File: src/rtl/seg7_pkg.sv
// seg7_pkg: shared definitions for the 7-segment scan driver.
//   SEG_BLANK / SEG_DASH : special segment patterns (active-high form)
//   SEG_TABLE            : glyphs for nibbles 0-F, {g,f,e,d,c,b,a}, active-high
//   state_e              : load/convert controller states
//   pow10()              : 10^n as a 32-bit value, used for the overflow threshold
package seg7_pkg;

  localparam logic [6:0] SEG_BLANK = 7'b0000000;
  localparam logic [6:0] SEG_DASH  = 7'b1000000;

  // Index 0 is the rightmost entry of the concatenation.
  localparam logic [15:0][6:0] SEG_TABLE = {
    7'b1110001,  // F
    7'b1111001,  // E
    7'b1011110,  // d
    7'b0111001,  // C
    7'b1111100,  // b
    7'b1110111,  // A
    7'b1101111,  // 9
    7'b1111111,  // 8
    7'b0000111,  // 7
    7'b1111101,  // 6
    7'b1101101,  // 5
    7'b1100110,  // 4
    7'b1001111,  // 3
    7'b1011011,  // 2
    7'b0000110,  // 1
    7'b0111111   // 0
  };

  typedef enum logic [1:0] {
    IDLE   = 2'd0,
    CONV   = 2'd1,
    COMMIT = 2'd2
  } state_e;

  function automatic logic [31:0] pow10(input int n);
    logic [31:0] r;
    r = 32'd1;
    for (int i = 0; i < n; i++) r = r * 32'd10;
    return r;
  endfunction

endpackage

File: src/rtl/seg7_scan_driver_encode.sv
// seg7_encode: nibble to 7-segment pattern.
//   nibble : value 0-F to display
//   blank  : all segments off
//   dash   : show '-' (only g lit); wins over blank and nibble
//   seg    : {g,f,e,d,c,b,a}; polarity set by INVERT (1 = active-low)
module seg7_encode
  import seg7_pkg::*;
#(
  parameter int INVERT = 1
) (
  input  logic [3:0] nibble,
  input  logic       blank,
  input  logic       dash,
  output logic [6:0] seg
);

  logic [6:0] seg_ah;

  always_comb begin
    seg_ah = SEG_TABLE[nibble];
    if (dash)       seg_ah = SEG_DASH;
    else if (blank) seg_ah = SEG_BLANK;
    seg = (INVERT != 0) ? ~seg_ah : seg_ah;
  end

endmodule

File: src/rtl/seg7_scan_driver.sv
// seg7_scan_driver: multi-digit 7-segment controller with time-multiplexed scan.
//   clk, rst    : clock, asynchronous active-high reset
//   load_valid  : load request; load_ready: accepting (only while IDLE)
//   load_value  : hex nibbles (load_dec=0) or unsigned binary (load_dec=1)
//   load_dp     : per-digit decimal point, 1 = lit
//   seg, dp, an : registered segment bus, decimal point, one-hot digit enable
//   ovf         : last decimal load did not fit in DIGITS decimal digits
//   dbg_state   : controller state (seg7_pkg::state_e encoding)
// Handshake: a load is taken on a rising edge where load_valid and load_ready
// are both high; the source holds load_valid/value/dec/dp until then.
// Optional macro SEG7_LZB_EN enables leading-zero blanking.
module seg7_scan_driver
  import seg7_pkg::*;
#(
  parameter int DIGITS    = 4,
  parameter int SCAN_DIV  = 50000,
  parameter int INVERT    = 1,
  parameter int ANODE_LOW = 1
) (
  input  logic                  clk,
  input  logic                  rst,
  input  logic                  load_valid,
  output logic                  load_ready,
  input  logic [4*DIGITS-1:0]   load_value,
  input  logic                  load_dec,
  input  logic [DIGITS-1:0]     load_dp,
  output logic [6:0]            seg,
  output logic                  dp,
  output logic [DIGITS-1:0]     an,
  output logic                  ovf,
  output logic [1:0]            dbg_state
);

  localparam int          W         = 4 * DIGITS;
  localparam logic [31:0] OVF_LIMIT = pow10(DIGITS);
  localparam logic [6:0]  SEG_RST   = (INVERT != 0) ? ~SEG_TABLE[0] : SEG_TABLE[0];
  localparam logic        DP_RST    = (INVERT != 0);
  localparam logic [DIGITS-1:0] AN_RST =
    (ANODE_LOW != 0) ? ~DIGITS'(1) : DIGITS'(1);

  state_e              state_q, state_d;
  logic [W-1:0]        disp_q, disp_d;
  logic [DIGITS-1:0]   dpr_q, dpr_d;
  logic                ovf_q, ovf_d;
  logic [W-1:0]        bin_q, bin_d;
  logic [W-1:0]        bcd_q, bcd_d;
  logic [DIGITS-1:0]   dp_hold_q, dp_hold_d;
  logic                ovf_pend_q, ovf_pend_d;
  logic [5:0]          iter_q, iter_d;
  logic [31:0]         presc_q, presc_d;
  logic [2:0]          idx_q, idx_d;
  logic [6:0]          seg_q, seg_d;
  logic                dp_q, dp_d;
  logic [DIGITS-1:0]   an_q, an_d;

  logic [2*W-1:0]      shift_v;
  logic [3:0]          cur_nib;
  logic                cur_blank;
  logic                cur_dp_lit;
  logic [DIGITS-1:0]   an_oh;
  logic [6:0]          seg_enc;

  // Double-dabble correction: any BCD digit >= 5 gets +3 before the shift.
  function automatic logic [W-1:0] dabble_adj(input logic [W-1:0] b);
    logic [W-1:0] r;
    r = b;
    for (int i = 0; i < DIGITS; i++) begin
      if (b[4*i +: 4] >= 4'd5) r[4*i +: 4] = b[4*i +: 4] + 4'd3;
    end
    return r;
  endfunction

  // Load / conversion controller.
  always_comb begin
    state_d    = state_q;
    disp_d     = disp_q;
    dpr_d      = dpr_q;
    ovf_d      = ovf_q;
    bin_d      = bin_q;
    bcd_d      = bcd_q;
    dp_hold_d  = dp_hold_q;
    ovf_pend_d = ovf_pend_q;
    iter_d     = iter_q;
    shift_v    = {dabble_adj(bcd_q), bin_q} << 1;
    case (state_q)
      IDLE: begin
        if (load_valid) begin
          if (load_dec) begin
            bin_d      = load_value;
            bcd_d      = '0;
            dp_hold_d  = load_dp;
            ovf_pend_d = (64'(load_value) >= 64'(OVF_LIMIT));
            iter_d     = '0;
            state_d    = CONV;
          end else begin
            disp_d = load_value;
            dpr_d  = load_dp;
            ovf_d  = 1'b0;
          end
        end
      end
      CONV: begin
        bcd_d  = shift_v[2*W-1:W];
        bin_d  = shift_v[W-1:0];
        iter_d = iter_q + 6'd1;
        if (iter_q == 6'(W - 1)) state_d = COMMIT;
      end
      COMMIT: begin
        disp_d  = bcd_q;
        dpr_d   = dp_hold_q;
        ovf_d   = ovf_pend_q;
        state_d = IDLE;
      end
      default: state_d = IDLE;
    endcase
  end

  // Scan prescaler and digit index.
  always_comb begin
    presc_d = presc_q + 32'd1;
    idx_d   = idx_q;
    if (presc_q >= 32'(SCAN_DIV - 1)) begin
      presc_d = '0;
      idx_d   = (idx_q == 3'(DIGITS - 1)) ? 3'd0 : idx_q + 3'd1;
    end
  end

  // Output stage: decode the current digit, registered below.
  always_comb begin
    cur_nib    = disp_q[{idx_q, 2'b00} +: 4];
`ifdef SEG7_LZB_EN
    // Blank when this and every higher nibble is zero; digit 0 always shows.
    cur_blank  = (idx_q != 3'd0) && ((disp_q >> {idx_q, 2'b00}) == '0);
`else
    cur_blank  = 1'b0;
`endif
    cur_dp_lit = dpr_q[idx_q] & ~ovf_q;
    an_oh      = DIGITS'(1) << idx_q;
    seg_d      = seg_enc;
    dp_d       = (INVERT != 0) ? ~cur_dp_lit : cur_dp_lit;
    an_d       = (ANODE_LOW != 0) ? ~an_oh : an_oh;
  end

  seg7_encode #(.INVERT(INVERT)) u_encode (
    .nibble (cur_nib),
    .blank  (cur_blank),
    .dash   (ovf_q),
    .seg    (seg_enc)
  );

  always_ff @(posedge clk or posedge rst) begin
    if (rst) begin
      state_q    <= IDLE;
      disp_q     <= '0;
      dpr_q      <= '0;
      ovf_q      <= 1'b0;
      bin_q      <= '0;
      bcd_q      <= '0;
      dp_hold_q  <= '0;
      ovf_pend_q <= 1'b0;
      iter_q     <= '0;
      presc_q    <= '0;
      idx_q      <= '0;
      seg_q      <= SEG_RST;
      dp_q       <= DP_RST;
      an_q       <= AN_RST;
    end else begin
      state_q    <= state_d;
      disp_q     <= disp_d;
      dpr_q      <= dpr_d;
      ovf_q      <= ovf_d;
      bin_q      <= bin_d;
      bcd_q      <= bcd_d;
      dp_hold_q  <= dp_hold_d;
      ovf_pend_q <= ovf_pend_d;
      iter_q     <= iter_d;
      presc_q    <= presc_d;
      idx_q      <= idx_d;
      seg_q      <= seg_d;
      dp_q       <= dp_d;
      an_q       <= an_d;
    end
  end

  assign load_ready = (state_q == IDLE);
  assign seg        = seg_q;
  assign dp         = dp_q;
  assign an         = an_q;
  assign ovf        = ovf_q;
  assign dbg_state  = state_q;

endmodule

File: config.mk
export PLATFORM = sky130hd
export DESIGN_NAME = seg7_scan_driver
export DESIGN_NICKNAME = d
export VERILOG_FILES = /design/src/rtl/seg7_pkg.sv /design/src/rtl/seg7_scan_driver_encode.sv /design/src/rtl/seg7_scan_driver.sv
export SDC_FILE = /design/constraint.sdc
export NUM_CORES = 1
export LEC_CHECK = 0
export CAP_MARGIN = 10
export CORE_UTILIZATION = 63
export DETAILED_ROUTE_END_ITERATION = 10
export GPL_ROUTABILITY_DRIVEN = 0
export MAX_ROUTING_LAYER = met4
export PLACE_DENSITY = 0.83
export SLEW_MARGIN = 15
export SYNTH_ARGS = -nofsm -noshare
export SYNTH_HDL_FRONTEND = slang
export SYNTH_SLANG_ARGS = --single-unit
export TNS_END_PERCENT = 20
File: constraint.sdc
create_clock -name clk -period 8.4 [get_ports clk]
set_input_delay 2.1 -clock clk [delete_from_list [all_inputs] [get_ports clk]]
set_output_delay 2.1 -clock clk [all_outputs]
set_load 0.01 [all_outputs]
==> reports/metrics.yaml <==
cts:
  clockBufferDepth: 2
  h-tree-depth: 4
  cts_buffers: 17
  postCtsSetupBuffers: 0
  holdBufCountCts: 0
  cts_sinks: 113
  path_clk_slew_ns: 0.05
  ctsResizeCount: 0
  clk_root_buffer_cell: "clkbuf_8"
  clock_latency_ns: 0.52
  cts_tree: "done"
timing:
  setup-violations-final: 0
  fin_crit_ns: 3.81
  fmax_ghz: 0.262
  hold_viol_final: 0
  max_slew.worst_pin.slew_ns: 0.920
  setup_slack_ns: 4.59
  skew_ns: 0.0108
  slew_violations: 0
  slew-limit-headroom_pct: 38.6
  rsz0062_at_grt: "no"
  period_share_pct: 45.4
  setup_tns_ns: 0
power_and_ir_drop:
  p_per_area_nw_per_um2: 344
  power.static_leakage_nw: 2.88
  ir_drop_mv: 0.239
  total_power_mw: 2.19
yosys:
  netlist_instances: 474
  synth_seq_cells: 113
  synth.distinct_cells: 51
  syn_avg_cell_area_um2: 11.1
  syn_area_um2: 5270
  async_flop_share_pct: 100
  synth_ff_type: "dfrtp_1"
  synth-seq-area-share_pct: 53.7
  synth_edf_count: 0
  ys_warn_count: 0
floorplanning:
  die_area_um2: 8740
  core-area_um2: 8180
  die_h_um: 93.5
  rows: 33
  start_util_pct: 64.5
  die_w_um: 93.5
  top_level_ports: 40
global_route:
  grt_util_met3_pct: 7.32
  grt_util_met2_pct: 49.9
  use_met1_pct: 35.4
  grt.total_usage_pct: 29.6
  busiest_layer: "met2"
  grt_max_degree: 60
  grt_pass1_vias: 3907
  grt_pass1_wl_um: 18900
  antenna_found_initial: 0
  grt-ovfl-total: 0
route:
  dr.pass1.iters: 7
  initialDrtViolationCount: 295
  drcViolationCount: 0
  viasPerCell: 5.98
  routedWlPerCell_um: 17.9
  totalWireLength_um: 11500
  ant_nets: 0
  vias: 3835
critical_path:
  cp-start-kind: "flop"
  critPathRequiredTime_ns: 6.30
  cp-end-kind: "output port"
  critPathKind: "flop to output port"
  crit_fanout: 11
  cp.arrival_ns: 1.71
finish:
  stdcell_count: 641
  nNetsFinal: 568
  drive_gt1_share_pct: 9.89
  syn2layout_area_growth_pct: 20.5
  num_antenna_cells: 0
  final_util_pct: 77.7
placed_design:
  dp.cells: 610
  portBuffers: 39
  dp_slack_ns: 4.53
  dp_hpwl_um: 7030
run_status:
  run_status: "finished clean"
worst_hold_path:
  hp-class: "flop to flop"
job:
  drv_cap: 0
## stage by stage
stage	cell area, um^2	hold WS (ns)
after floorplan	5330	0.424
after global placement	5770	0.438
after detailed placement	5770	0.468
after CTS	6350	0.484
after global routing	6350	0.493
final	6350	0.483
## where the power goes
part           internal (mW)  total, mW  leakage [nW]  switching (mW)
sequential             0.712      0.830          1.42           0.118
clock                  0.464      0.714         0.276           0.250
combinational          0.302      0.644          1.18           0.342
total                   1.48       2.19          2.88           0.711
## routing by layer
layer  up-vias  share of wire (%)
met3        19                5.0
met4         0                1.6
li1       1772                  -
met5         -                  0
met1      1923                 41
met2       121                 52
## sequential cells by signal, summed over array words and instances, names as in the netlist
name and count:
dbg_state 2, presc_q 32, dp_hold_q 4, dp 1
bcd_q 16, disp_q 16, ovf_pend_q 1, idx_q 3
iter_q 6, an 4, dpr_q 4, seg 7
bin_q 16, ovf 1
## cells by family (layout without fill, tap and decap cells)
group | Yosys count | after routing | synth area share (%)
and+or+nand+nor | 123 | 123 | 11.5
adders and majority gates | 20 | 20 | 4.75
xor gates and xnor gates | 20 | 20 | 3.32
AOI/OAI and AO/OA | 98 | 98 | 12.8
buffers and inverters | 59 | 106 | 4.67
other | 1 | 16 | 0.0711
DFF | 113 | 113 | 53.7
muxes | 40 | 40 | 9.11
## worst max-delay path, cell delays in order, from the launching register on
cell             delay (ns)
dfrtp_1                0.48
nor2_1                 0.16
clkdlybuf4s50_1        0.55
## cell type report
type | instances | area, um^2
clock inverter | 10 | 135
tap | 105 | 131
inverter | 31 | 119
clock buffer | 21 | 449
fill | 516 | 1820
multi-input combinational | 317 | 2250
timing repair buffer | 44 | 428
sequential | 113 | 2830
## placed cells by master, fill, tap and decap left out, types with 8 or more instances in the layout
| cell | n |
|---|---|
| nand2_1 | 44 |
| o21ai_0 | 28 |
| dfrtp_1 | 108 |
| nand3_1 | 11 |
| conb_1 | 16 |
| nor4_1 | 8 |
| ha_1 | 20 |
| inv_1 | 30 |
| a22o_1 | 9 |
| nand2b_1 | 8 |
| clkbuf_16 | 16 |
| a222oi_1 | 12 |
| clkdlybuf4s50_1 | 39 |
| nor2_1 | 24 |
| xnor2_1 | 9 |
| xor2_1 | 11 |
| mux2i_1 | 30 |
| a21oi_1 | 15 |
## synthesized netlist by cell type (9+ instances only)
master / instances / share of area [%]
nor2_1: 24 / 1.7
o21ai_0: 28 / 2.7
nand3_1: 11 / 1.0
xnor2_1: 9 / 1.5
mux2i_1: 30 / 5.7
a21oi_1: 15 / 1.4
xor2_1: 11 / 1.8
nand2_1: 44 / 3.1
ha_1: 20 / 4.7
dfrtp_1: 108 / 51
a222oi_1: 12 / 2.3
clkbuf_1: 23 / 1.6
a22o_1: 9 / 1.5
inv_1: 31 / 2.2
## path summary, 6_finish.rpt
check	slack (ns)	cells past startpoint	startpoint	endpoint
setup / recovery	4.59	2	dbg_state[1]	load_ready
hold / removal	0.48	1	iter_q[5]	dbg_state[1]
setup reg to reg	5.86	6	idx_q[0]	seg[0]
hold reg to reg	0.48	1	iter_q[5]	dbg_state[1]
max in group asynchronous	5.15	3	rst	disp_q[9]
min in group asynchronous	2.04	2	rst	dpr_q[0]
Power figures use the tool's default switching activity.
